### config.mk
export PLATFORM = sky130hd
export DESIGN_NAME = pivota_order_executor
export DESIGN_NICKNAME = d
export VERILOG_FILES = /design/src/rtl/pivota_order_executor.sv
export SDC_FILE = /design/constraint.sdc
export NUM_CORES = 1
export LEC_CHECK = 0
export ABC_CLOCK_PERIOD_IN_PS = 8100
export CAP_MARGIN = 20
export CORE_ASPECT_RATIO = 0.8
export CORE_MARGIN = 2
export CORE_UTILIZATION = 63
export CTS_CLUSTER_DIAMETER = 30
export DETAILED_ROUTE_END_ITERATION = 8
export PLACE_DENSITY = 0.89
export SYNTH_ARGS = -nofsm -noshare
export SYNTH_HDL_FRONTEND = slang
export SYNTH_SLANG_ARGS = --single-unit
export TNS_END_PERCENT = 100
### constraint.sdc
create_clock -name clk -period 8.1 [get_ports clk]
set_clock_uncertainty 0.1 [all_clocks]
set_input_delay 0.81 -clock clk [delete_from_list [all_inputs] [get_ports clk]]
set_output_delay 0.81 -clock clk [all_outputs]
set_load 0.01 [all_outputs]
### src/rtl/pivota_order_executor.sv
// Pivota order executor: buffers strategy orders in a FIFO and issues them one at a time over req/ack.
// Optional macro POSITION_LIMIT_EN adds an absolute position limit check against POS_LIMIT.
module pivota_order_executor #(
  parameter int DEPTH     = 16,
  parameter int QTY_W     = 4,
  parameter int POS_W     = 16,
  parameter int POS_LIMIT = 100
) (
  input  logic                    clk,
  input  logic                    rst,
  input  logic                    in_valid,
  output logic                    in_ready,
  input  logic [3:0]              in_code,
  input  logic [QTY_W-1:0]        in_qty,
  output logic                    out_req,
  input  logic                    out_ack,
  output logic                    out_side,
  output logic [QTY_W-1:0]        out_qty,
  output logic signed [POS_W-1:0] position,
  output logic [15:0]             filled_count,
  output logic [15:0]             reject_count,
  output logic                    busy
);

  localparam int AW = $clog2(DEPTH);
  localparam logic signed [POS_W-1:0] POS_MAX = {1'b0, {(POS_W-1){1'b1}}};
  localparam logic signed [POS_W-1:0] POS_MIN = {1'b1, {(POS_W-1){1'b0}}};

  if (DEPTH < 2 || (DEPTH & (DEPTH - 1)) != 0 || QTY_W >= POS_W || POS_LIMIT < 0) begin : g_param_check
    $error("pivota_order_executor: illegal parameter combination");
  end

  typedef enum logic {IDLE, REQ} state_t;

  state_t           state;
  logic [3:0]       mem_code [DEPTH];
  logic [QTY_W-1:0] mem_qty  [DEPTH];
  logic [AW:0]      wr_ptr, rd_ptr;
  logic             empty, full, push, pop;
  logic             hold_valid;
  logic [3:0]       hold_code;
  logic [QTY_W-1:0] hold_qty;
  logic             hold_ok;

  logic signed [POS_W:0]   pos_ext, qty_ext, pos_sum;
  logic signed [POS_W-1:0] pos_next;

  // The extra pointer bit distinguishes full from empty when the index bits match.
  assign empty    = (wr_ptr == rd_ptr);
  assign full     = (wr_ptr[AW] != rd_ptr[AW]) && (wr_ptr[AW-1:0] == rd_ptr[AW-1:0]);
  assign in_ready = !full;
  assign push     = in_valid && !full;
  assign busy     = !empty || hold_valid || (state != IDLE);

  // A held entry that fails its check frees the holding register the same cycle.
  assign pop = (state == IDLE) && !empty && (!hold_valid || !hold_ok);

  always_comb begin
    pos_ext = {position[POS_W-1], position};
    qty_ext = {{(POS_W+1-QTY_W){1'b0}}, hold_qty};
    pos_sum = (hold_code == 4'd1) ? (pos_ext + qty_ext) : (pos_ext - qty_ext);
    if (pos_sum[POS_W] != pos_sum[POS_W-1]) begin
      pos_next = pos_sum[POS_W] ? POS_MIN : POS_MAX;
    end else begin
      pos_next = pos_sum[POS_W-1:0];
    end
  end

`ifdef POSITION_LIMIT_EN
  localparam logic signed [POS_W:0] LIM = (POS_W+1)'(POS_LIMIT);
  always_comb begin
    hold_ok = ((hold_code == 4'd1) || (hold_code == 4'd2)) && (hold_qty != '0)
              && (pos_sum <= LIM) && (pos_sum >= -LIM);
  end
`else
  always_comb begin
    hold_ok = ((hold_code == 4'd1) || (hold_code == 4'd2)) && (hold_qty != '0);
  end
`endif

  always_ff @(posedge clk) begin
    if (push) begin
      mem_code[wr_ptr[AW-1:0]] <= in_code;
      mem_qty[wr_ptr[AW-1:0]]  <= in_qty;
    end
  end

  always_ff @(posedge clk) begin
    if (rst) begin
      wr_ptr       <= '0;
      rd_ptr       <= '0;
      state        <= IDLE;
      hold_valid   <= 1'b0;
      hold_code    <= '0;
      hold_qty     <= '0;
      out_req      <= 1'b0;
      out_side     <= 1'b0;
      out_qty      <= '0;
      position     <= '0;
      filled_count <= '0;
      reject_count <= '0;
    end else begin
      if (push) begin
        wr_ptr <= wr_ptr + 1'b1;
      end
      if (pop) begin
        rd_ptr     <= rd_ptr + 1'b1;
        hold_code  <= mem_code[rd_ptr[AW-1:0]];
        hold_qty   <= mem_qty[rd_ptr[AW-1:0]];
        hold_valid <= 1'b1;
      end
      case (state)
        IDLE: begin
          if (hold_valid) begin
            if (hold_ok) begin
              state    <= REQ;
              out_req  <= 1'b1;
              out_side <= (hold_code == 4'd1);
              out_qty  <= hold_qty;
            end else begin
              if (reject_count != 16'hFFFF) begin
                reject_count <= reject_count + 16'd1;
              end
              if (!pop) begin
                hold_valid <= 1'b0;
              end
            end
          end
        end
        REQ: begin
          if (out_ack) begin
            state      <= IDLE;
            out_req    <= 1'b0;
            hold_valid <= 1'b0;
            position   <= pos_next;
            if (filled_count != 16'hFFFF) begin
              filled_count <= filled_count + 16'd1;
            end
          end
        end
        default: state <= IDLE;
      endcase
    end
  end

endmodule

==> results by group, run 1 <==
Setup path
  – Crit-path slowest cell: or4b_1
  – Worst Path Required: 8420 ps
  – R2R depth: 12
  – CP peak stage delay: 720 ps
  – Crit Reg-Reg Startpoint: hold_code[3]
  – R2r endpoint: position[13]
  – Crit end category: flip-flop
  – Worst path arrival time: 4880 ps
  – Critical path type: flip-flop to flip-flop
  – CP max FO: 18
  – Crit-path cells: or4b_1 > nand2_1 > o21ai_0 > fa_1 > a211oi_1 > o22ai_1 > a22o_1 > o31a_1 > nor2_1 > a311o_1 > a221oi_1 > or2_2
  – R2r setup slk: 3540 ps
  – Critical path startpoint category: flip-flop

Synthesis
  – Area leader, netlist: edfxtp_1
  – Post-synthesis net count: 786
  – Mapped Cells: 754
  – Sequential area share after synthesis: 0.570
  – Register bit total from synthesis: 202
  – Async set-or-reset flop fraction in the synthesized netlist: 0
  – Yosys top cell area share: 0.411
  – Synth top area cells: edfxtp_1 41%, dfxtp_1 16%, mux4_2 9.6%
  – Most used DFF post-synth: edfxtp_1
  – Most frequent cells after synthesis: 128 x edfxtp_1, 103 x nor2_1, 74 x dfxtp_1
  – Syn Area/Cell: 12.4 um^2
  – Syn. warnings: 0
  – Cell Area, Synth: 9350 um^2
  – Number of synthesized flops with an enable pin: 128
  – Yosys cell types: 69
  – Count leader, synth: edfxtp_1

Clock network
  – Clk Latency, worst-skew pair: 550 ps
  – # clock sinks: 202
  – TritonCTS clock tree: done
  – CTS clock-pin slew for the worst setup and hold paths: 60 ps
  – Post-CTS Setup Inserts: 0
  – Hold_buf cts: 0
  – Root buf cell: clkbuf_16
  – Maximum root-to-sink buffer count: 3
  – CTS Buf Count: 29
  – CTS resizes: 0
  – H-tree Lvls: 1

Detailed routing
  – Avg WL per Cell: 23.6 um
  – DR pass1 iterations: 8
  – Post-DRT Antenna Nets: 0
  – Initial DRC Count: 877
  – Final wirelength: 24.0 mm
  – Via density: 6.65
  – # DRC: 0
  – Via count: 6780

Pwr
  – Pleak: 3.80 nW
  – Total design power: 3.89 mW
  – Pwr Density: 352 nW/um^2
  – Worst vdd ir: 0.000230 V

Run status
  – Status: finished clean

Global routing
  – Vias in the first global route: 6788
  – First-pass GRT wire length: 38.0 mm
  – Largest net degree at the start of global routing: 76
  – Gr usage total: 0.311
  – Initial antenna violation count: 0
  – GR Overflow Total: 0

STA
  – Worst hold slack: 357 ps
  – Fin. Hold Viols: 0
  – Final setup fails: 0
  – RSZ-0062 raised after global routing: false
  – Post-layout minimum cycle time: 4560 ps
  – Final period util: 0.563
  – Fmax: 219 MHz
  – Slew HR: 0.346
  – Setup ws final: 3540 ps
  – Fin. max-slew vios: 0
  – Fin Setup TNS: 0 ps
  – Worst-margin pin slew: 971 ps

Worst hold path
  – Hold wc startpoint: out_req
  – Hold depth: 2
  – Hold Crit Class: flip-flop to flip-flop
  – Hold worst-path end: out_req

Placed design
  – IO Port Bufs: 67
  – Place WS: 3640 ps
  – GP Congestion: 0.880
  – HPWL after DPL: 14.2 mm

Floorplanning
  – Die ar.: 15800 um^2
  – Chip Width: 140 um
  – Die H: 113 um
  – Row Count: 39
  – Core area: 14400 um^2
  – Ports: 68
  – Initial Util: 0.649

Finish
  – Post-layout nets: 844
  – Layout cells sized above 1: 0.139
  – # diodes: 0
  – Area grow syn2layout: 18.4%

Job
  – Max-cap violations: 0
==> worst max-delay path, delay by kind of cell (launching register included) <==
kind	cells	cell delay, ps
flops	1	360
simple gates	4	1310
compound gates	7	2190
fa+ha+maj	1	480
==> power by group <==
group / total (mW) / switching, mW / internal (mW) / leakage [nW]
Combinational: 1.43 / 0.867 / 0.559 / 1.57
Sequential: 1.21 / 0.0644 / 1.15 / 1.76
Clock: 1.26 / 0.491 / 0.766 / 0.471
==> per-stage QoR <==
stage	cell area (um^2)	util	std cells
2_1_floorplan	9350	-	754
3_3_place_gp	10100	0.701	965
3_5_place_dp	10100	0.701	965
4_1_cts	11100	0.769	1019
5_1_grt	11100	0.769	1019
6_report	11100	0.769	1019
==> per-layer routing <==
| layer | wire, um | part of all wire | GRT usage |
|---|---|---|---|
| met3 | 2220 | 0.092 | 0.0677 |
| met5 | 0 | 0 | 0 |
| met4 | 936 | 0.039 | 0.119 |
| met1 | 9250 | 0.38 | 0.418 |
| met2 | 11600 | 0.48 | 0.508 |
==> sequential cells by signal, summed over array words and instances, names as in the netlist <==
signal	count
mem_qty	64
mem_code	64
out_side	1
out_req	1
hold_valid	1
filled_count	16
hold_code	4
reject_count	16
position	16
rd_ptr	5
hold_qty	4
wr_ptr	5
state	1
out_qty	4
==> cells by family after synthesis <==
logic type	count (synthesis)	synth area share
flip-flops	202	0.570
AND/OR/NAND/NOR	251	0.129
multiplexers	48	0.105
buffers and inverters	63	0.0292
AO/OA/AOI/OAI	114	0.0839
adder cells (fa/ha/maj)	31	0.0400
XOR/XNOR	45	0.0430
==> placed cells by master (no fill, tap or decap), types with 18 or more instances in the layout <==
cell	instances
mux4_2	40
a21oi_1	27
or3_1	20
edfxtp_1	128
xnor2_1	18
clkdlybuf4s50_1	66
dfxtp_1	73
xor2_1	26
ha_1	19
clkbuf_16	29
nand2_1	49
o21ai_0	22
nor2_1	103
==> worst max path at each step <==
stage | to | cells after the start | start
finish | position[13] | 12 | hold_code[3]
global route | position[13] | 12 | hold_code[3]
CTS | position[13] | 12 | hold_code[3]
detailed placement | position[13] | 12 | hold_code[3]
global placement | position[13] | 12 | hold_code[3]
floorplan | position[1] | 14 | hold_code[3]
==> cell type report <==
type / count / area (um^2)
Multi-Input combinational cell: 489 / 3750
Tap cell: 184 / 230
Clock inverter: 23 / 253
Fill cell: 783 / 3320
Inverter: 16 / 60.1
Clock buffer: 31 / 733
Sequential cell: 202 / 5330
Timing Repair Buffer: 74 / 718
(Power assumes the default switching activity.)
==> run 2, diff against run 1 <==
Settings changed: ABC_CLOCK_PERIOD_IN_PS 8100 to 4100, CORE_UTILIZATION 63 to 53, PLACE_DENSITY 0.89 to 0.8.
Clock period 8.1 ns to 4.1 ns, I/O delays scaled along.
==> results by group, run 2 (synthesis gave the netlist of run 1 again) <==
Detailed routing
  – Post-DRT Antenna Nets: 0 (unchanged)
  – DR pass1 iterations: 5 (was 8)
  – Via count: 6328 (was 6780)
  – Initial DRC Count: 540 (was 877)
  – Final wirelength: 20.4 mm (was 24.0 mm)
  – Avg WL per Cell: 19.0 um (was 23.6 um)
  – Via density: 5.90 (was 6.65)
  – # DRC: 0 (unchanged)

Clock network
  – TritonCTS clock tree: done (unchanged)
  – CTS Buf Count: 29 (unchanged)
  – H-tree Lvls: 1 (unchanged)
  – Root buf cell: clkbuf_16 (unchanged)
  – Clk Latency, worst-skew pair: 560 ps (was 550 ps)
  – # clock sinks: 202 (unchanged)
  – Maximum root-to-sink buffer count: 3 (unchanged)
  – CTS clock-pin slew for the worst setup and hold paths: 50 ps (was 60 ps)
  – Post-CTS Setup Inserts: 0 (unchanged)

Placed design
  – HPWL after DPL: 13.5 mm (was 14.2 mm)
  – IO Port Bufs: 67 (unchanged)
  – GP Congestion: 0.879 (was 0.880)

Global routing
  – First-pass GRT wire length: 32.3 mm (was 38.0 mm)
  – Vias in the first global route: 5912 (was 6788)
  – GR Overflow Total: 0 (unchanged)
  – Largest net degree at the start of global routing: 45 (was 76)
  – Initial antenna violation count: 1 (was 0)
  – Gr usage total: 0.219 (was 0.311)

STA
  – Post-layout minimum cycle time: 3860 ps (was 4560 ps)
  – RSZ-0062 raised after global routing: false (unchanged)
  – Fmax: 259 MHz (was 219 MHz)
  – Fin Setup TNS: 0 ps (unchanged)
  – Worst-margin pin slew: 941 ps (was 971 ps)
  – Fin. Hold Viols: 0 (unchanged)
  – Final period util: 0.941 (was 0.563)
  – Final setup fails: 0 (unchanged)
  – Slew HR: 0.370 (was 0.346)
  – Fin. max-slew vios: 0 (unchanged)

Floorplanning
  – Ports: 68 (unchanged)
  – Chip Width: 152 um (was 140 um)
  – Core area: 17300 um^2 (was 14400 um^2)
  – Die H: 123 um (was 113 um)
  – Row Count: 43 (was 39)
  – Initial Util: 0.540 (was 0.649)
  – Die ar.: 18700 um^2 (was 15800 um^2)

Pwr
  – P_sw: 2.65 mW (was 1.42 mW)
  – Switching share of power: 0.349 (was 0.365)
  – Pleak: 3.85 nW (was 3.80 nW)
  – Flop pwr share: 0.317 (was 0.311)
  – Worst vdd ir: 0.000394 V (was 0.000230 V)
  – Comb pwr share: 0.368 (was 0.366)
  – P_int: 4.95 mW (was 2.47 mW)
  – Pwr Density: 679 nW/um^2 (was 352 nW/um^2)
  – Clock network power share: 0.315 (was 0.323)

Finish
  – Area grow syn2layout: 19.8% (was 18.4%)
  – # diodes: 0 (unchanged)
  – Post-layout nets: 858 (was 844)
  – Commonest non-fill, non-tap cell in the layout: edfxtp_1 (unchanged)
  – Layout cells sized above 1: 0.151 (was 0.139)
  – Util after Layout: 0.646 (was 0.769)
  – Most frequent cells in the layout: 128 x edfxtp_1, 103 x nor2_1, 73 x dfxtp_1 (unchanged)

Setup path
  – Worst Path Required: 4450 ps (was 8420 ps)
  – Crit end category: flip-flop (unchanged)
  – Most used cell, CP: buf_4
  – CP startpoint: hold_code[3] (unchanged)
  – Crit-path cells: or4b_1 > buf_4 > o21ai_2 > ha_1 > a211o_1 > a21o_1 > o211a_1 > o311a_1 > a221o_1 > buf_4 > or3_1 > a31oi_1 (was or4b_1 > nand2_1 > o21ai_0 > fa_1 > a211oi_1 > o22ai_1 > a22o_1 > o31a_1 > nor2_1 > a311o_1 > a221oi_1 > or2_2)
  – Critical path type: flip-flop to flip-flop (unchanged)
  – Critical path startpoint category: flip-flop (unchanged)
  – Crit Reg-Reg Startpoint: hold_code[3] (unchanged)
  – Buf/Inv on CP: 2 (was 0)
  – CP delay by family, top: compound AO/OA/AOI/OAI gates (unchanged)
  – CP max FO: 17 (was 18)
  – CP peak stage delay: 570 ps (was 720 ps)
  – Worst path arrival time: 4210 ps (was 4880 ps)
  – Crit-path slowest cell: or4b_1 (unchanged)

Worst hold path
  – Hold Crit Class: input pin to flip-flop (was flip-flop to flip-flop)
  – Hold wc startpoint: rst (was out_req)

Job
  – Max-cap violations: 0 (unchanged)

Run status
  – Status: finished clean (unchanged)
-- run 2: worst paths after layout --
| check | to | slack [ps] | cells past startpoint |
|---|---|---|---|
| max reg2reg | position[14] | 240 | 12 |
| max | position[14] | 240 | 12 |
| min | filled_count[7] | 330 | 2 |
| min reg2reg | out_req | 360 | 2 |
-- run 2: final cells by class --
| type | count | area (um^2) |
|---|---|---|
| fillers | 1261 | 6130 |
| flip-flops and latches | 202 | 5330 |
| multi-input cells | 489 | 3760 |
| repair buffers | 88 | 823 |
| clock buffers | 34 | 754 |
| well taps | 225 | 282 |
| clock inverters | 19 | 193 |
| inverters | 16 | 60.1 |
-- run 2: power groups by stage --
stage | sequential (mW) | clock, mW | combinational [mW]
after CTS | 2.41 | 2.42 | 2.77
final | 2.41 | 2.39 | 2.80
after floorplan | 2.39 | 0 | 2.17
after global placement | 2.44 | 0 | 2.72
after detailed placement | 2.45 | 0 | 2.74
after global routing | 2.43 | 2.50 | 3.07
-- run 2: per-stage QoR --
step                cell area [um^2]  cells  total power, mW  setup WS, ps  hold WS [ps]
CTS                            11200   1073             7.60          48.0           323
finish                         11200   1073             7.60           243           332
detailed placement             10200   1020             5.19          87.2           348
global route                   11200   1073             8.00          78.7           375
global placement               10200   1020             5.16           175           349
floorplan                       9350    754             4.56           318           378
-- run 2: per-layer routing --
layer,part of all wire,vias up,track usage
met5,0,-,0
met4,0.023,0,0.0619
met3,0.068,44,0.0438
met2,0.46,214,0.340
met1,0.45,3087,0.318
li1,-,2983,-
-- run 2: repair_timing --
| action | in CTS | in global routing |
|---|---|---|
| hold buffers | 0 | 0 |
| gates resized for setup | 0 | 3 |
| endpoints found under the setup margin | 0 | 15 |
==> run 3, diff against run 2 <==
Settings changed: GPL_TIMING_DRIVEN set to 0, PLACE_DENSITY 0.8 to unset, PLACE_DENSITY_LB_ADDON set to 0.1.
==> results by group, run 3 (synthesis gave the netlist of run 1 again) <==
Clock network
  – Clk Latency, worst-skew pair: 500 ps (was 560 ps)
  – # clock sinks: 202 (unchanged)
  – TritonCTS clock tree: done (unchanged)
  – Root buf cell: clkbuf_16 (unchanged)
  – H-tree Lvls: 2 (was 1)
  – Hold_buf cts: 0 (unchanged)
  – Maximum root-to-sink buffer count: 3 (unchanged)
  – CTS Buf Count: 34 (was 29)
  – CTS clock-pin slew for the worst setup and hold paths: 50 ps (about the same)

STA
  – Slew HR: 0.349 (was 0.370)
  – Fin. max-slew vios: 0 (unchanged)
  – Fin. Hold Viols: 0 (unchanged)
  – Final setup fails: 0 (unchanged)
  – Final period util: 0.964 (was 0.941)
  – Worst-margin pin slew: 973 ps (was 941 ps)
  – Post-layout minimum cycle time: 3950 ps (was 3860 ps)
  – Fmax: 253 MHz (was 259 MHz)
  – Worst hold slack: 375 ps (was 332 ps)

Detailed routing
  – Initial DRC Count: 549 (was 540)
  – Post-DRT Antenna Nets: 0 (unchanged)
  – Final wirelength: 22.3 mm (was 20.4 mm)
  – Avg WL per Cell: 20.0 um (was 19.0 um)
  – # DRC: 0 (unchanged)
  – DR pass1 iterations: 5 (unchanged)
  – Via count: 6510 (was 6328)
  – Via density: 5.84 (was 5.90)

Placed design
  – Placed Instances: 1050 (was 1020)
  – HPWL after DPL: 15.3 mm (was 13.5 mm)
  – Placed cell area: 10300 um^2 (was 10200 um^2)
  – GP Congestion: 0.861 (was 0.879)
  – IO Port Bufs: 67 (unchanged)

Setup path
  – Critical path type: flip-flop to flip-flop (unchanged)
  – Crit-path cells: or4b_1 > buf_4 > nand2_1 > o21ai_2 > fa_2 > a211oi_4 > nor4_1 > a22o_1 > o31a_1 > a311o_1 > buf_2 > or3_4 > buf_2 > a31oi_1 (was or4b_1 > buf_4 > o21ai_2 > ha_1 > a211o_1 > a21o_1 > o211a_1 > o311a_1 > a221o_1 > buf_4 > or3_1 > a31oi_1)
  – Crit-path slowest cell: or4b_1 (unchanged)
  – Crit end category: flip-flop (unchanged)
  – CP max FO: 9 (was 17)
  – Worst path arrival time: 4260 ps (was 4210 ps)
  – Most used cell, CP: buf_2 (was buf_4)
  – CP peak stage delay: 530 ps (was 570 ps)
  – Worst Path Required: 4410 ps (was 4450 ps)
  – Critical path startpoint category: flip-flop (unchanged)

Finish
  – Area grow syn2layout: 24.0% (was 19.8%)
  – Fillers: 1259 (was 1261)
  – Post-layout nets: 896 (was 858)
  – Final std cells w/o fill: 1115 (was 1073)
  – Final instance area: 11600 um^2 (was 11200 um^2)
  – Commonest non-fill, non-tap cell in the layout: edfxtp_1 (unchanged)
  – Most frequent cells in the layout: 128 x edfxtp_1, 103 x nor2_1, 74 x dfxtp_1 (was 128 x edfxtp_1, 103 x nor2_1, 73 x dfxtp_1)
  – # diodes: 0 (unchanged)
  – Layout cells sized above 1: 0.158 (was 0.151)

Global routing
  – First-pass GRT wire length: 34.7 mm (was 32.3 mm)
  – Gr usage total: 0.241 (was 0.219)
  – Initial antenna violation count: 0 (was 1)
  – Vias in the first global route: 6355 (was 5912)
  – GR Overflow Total: 0 (unchanged)
  – Largest net degree at the start of global routing: 17 (was 45)

Floorplanning
  – Core area: 17300 um^2 (unchanged)
  – Initial Util: 0.540 (unchanged)
  – Die ar.: 18700 um^2 (unchanged)
  – Row Count: 43 (unchanged)
  – Chip Width: 152 um (unchanged)
  – Die H: 123 um (unchanged)
  – Ports: 68 (unchanged)

Pwr
  – Pwr Density: 713 nW/um^2 (was 679 nW/um^2)
  – Pleak: 3.99 nW (was 3.85 nW)
  – Worst vdd ir: 0.000375 V (was 0.000394 V)
  – Total design power: 8.26 mW (was 7.60 mW)

Worst hold path
  – Hold Crit Class: flip-flop to flip-flop (was input pin to flip-flop)

Run status
  – Status: finished clean (unchanged)

Job
  – Max-cap violations: 0 (unchanged)
## run 3: cell count changes in the layout (fill, tap and decap cells not counted), sizes merged
| cell | previous run | this run |
|---|---|---|
| inv | 20 | 16 |
| clkbuf | 34 | 72 |
| clkdlybuf4s50 | 66 | 67 |
| clkinv | 9 | 13 |
| bufinv | 2 | 3 |
| buf | 22 | 24 |
## run 3: report_power, final
group | internal, mW | total, mW | switching (mW)
logic | 1.28 | 3.05 | 1.77
clock network | 1.87 | 2.85 | 0.978
registers | 2.27 | 2.37 | 0.103
## run 3: final cells by class
class | count | area [um^2] | share of cell area
multi-input combinational | 489 | 3810 | 0.329
buffer | 47 | 215 | 0.0186
tap | 225 | 282 | 0.0243
clock inverter | 20 | 220 | 0.0190
timing repair buffer | 74 | 718 | 0.0620
sequential | 202 | 5330 | 0.459
clock buffer | 42 | 962 | 0.0830
inverter | 16 | 60.1 | 0.00518
## run 3: stage by stage
stage	setup slack, ps	setup TNS, ps	utilization
after floorplan	318	0	-
after global placement	-187	-1010	0.595
after detailed placement	-225	-1800	0.596
after CTS	7.67	0	0.667
after global routing	-18.8	-18.8	0.669
final	147	0	0.669
## run 3: worst paths after layout
| path | start | to | slack (ps) | cells after the start |
|---|---|---|---|---|
| hold reg to reg | out_qty[2] | out_qty[2] | 380 | 2 |
| setup / recovery | hold_code[3] | position[6] | 150 | 14 |
| setup reg to reg | hold_code[3] | position[6] | 150 | 14 |
| hold / removal | out_qty[2] | out_qty[2] | 380 | 2 |
## run 3: layer usage
metal / GRT usage / vias up / routed length (um)
met1: 0.354 / 3158 / 10400
met2: 0.360 / 261 / 9710
met4: 0.0642 / 0 / 323
li1: - / 3058 / -
met3: 0.0621 / 33 / 1810
met5: 0 / - / 0
## run 3: critical path: cells and delay by family (launching register included)
kind | cells | cell delay (ps)
AND/OR/NAND/NOR | 4 | 1120
adder cells (fa/ha/maj) | 1 | 380
AO/OA/AOI/OAI | 6 | 1370
flip-flops | 1 | 350
buffers and inverters | 3 | 550
## run 3: what timing repair did
item                                    4_1_cts  5_1_grt
buffers inserted                              2        1
endpoints found under the setup margin       15       11
gates resized for setup                       8        6
pin swaps                                     3        3
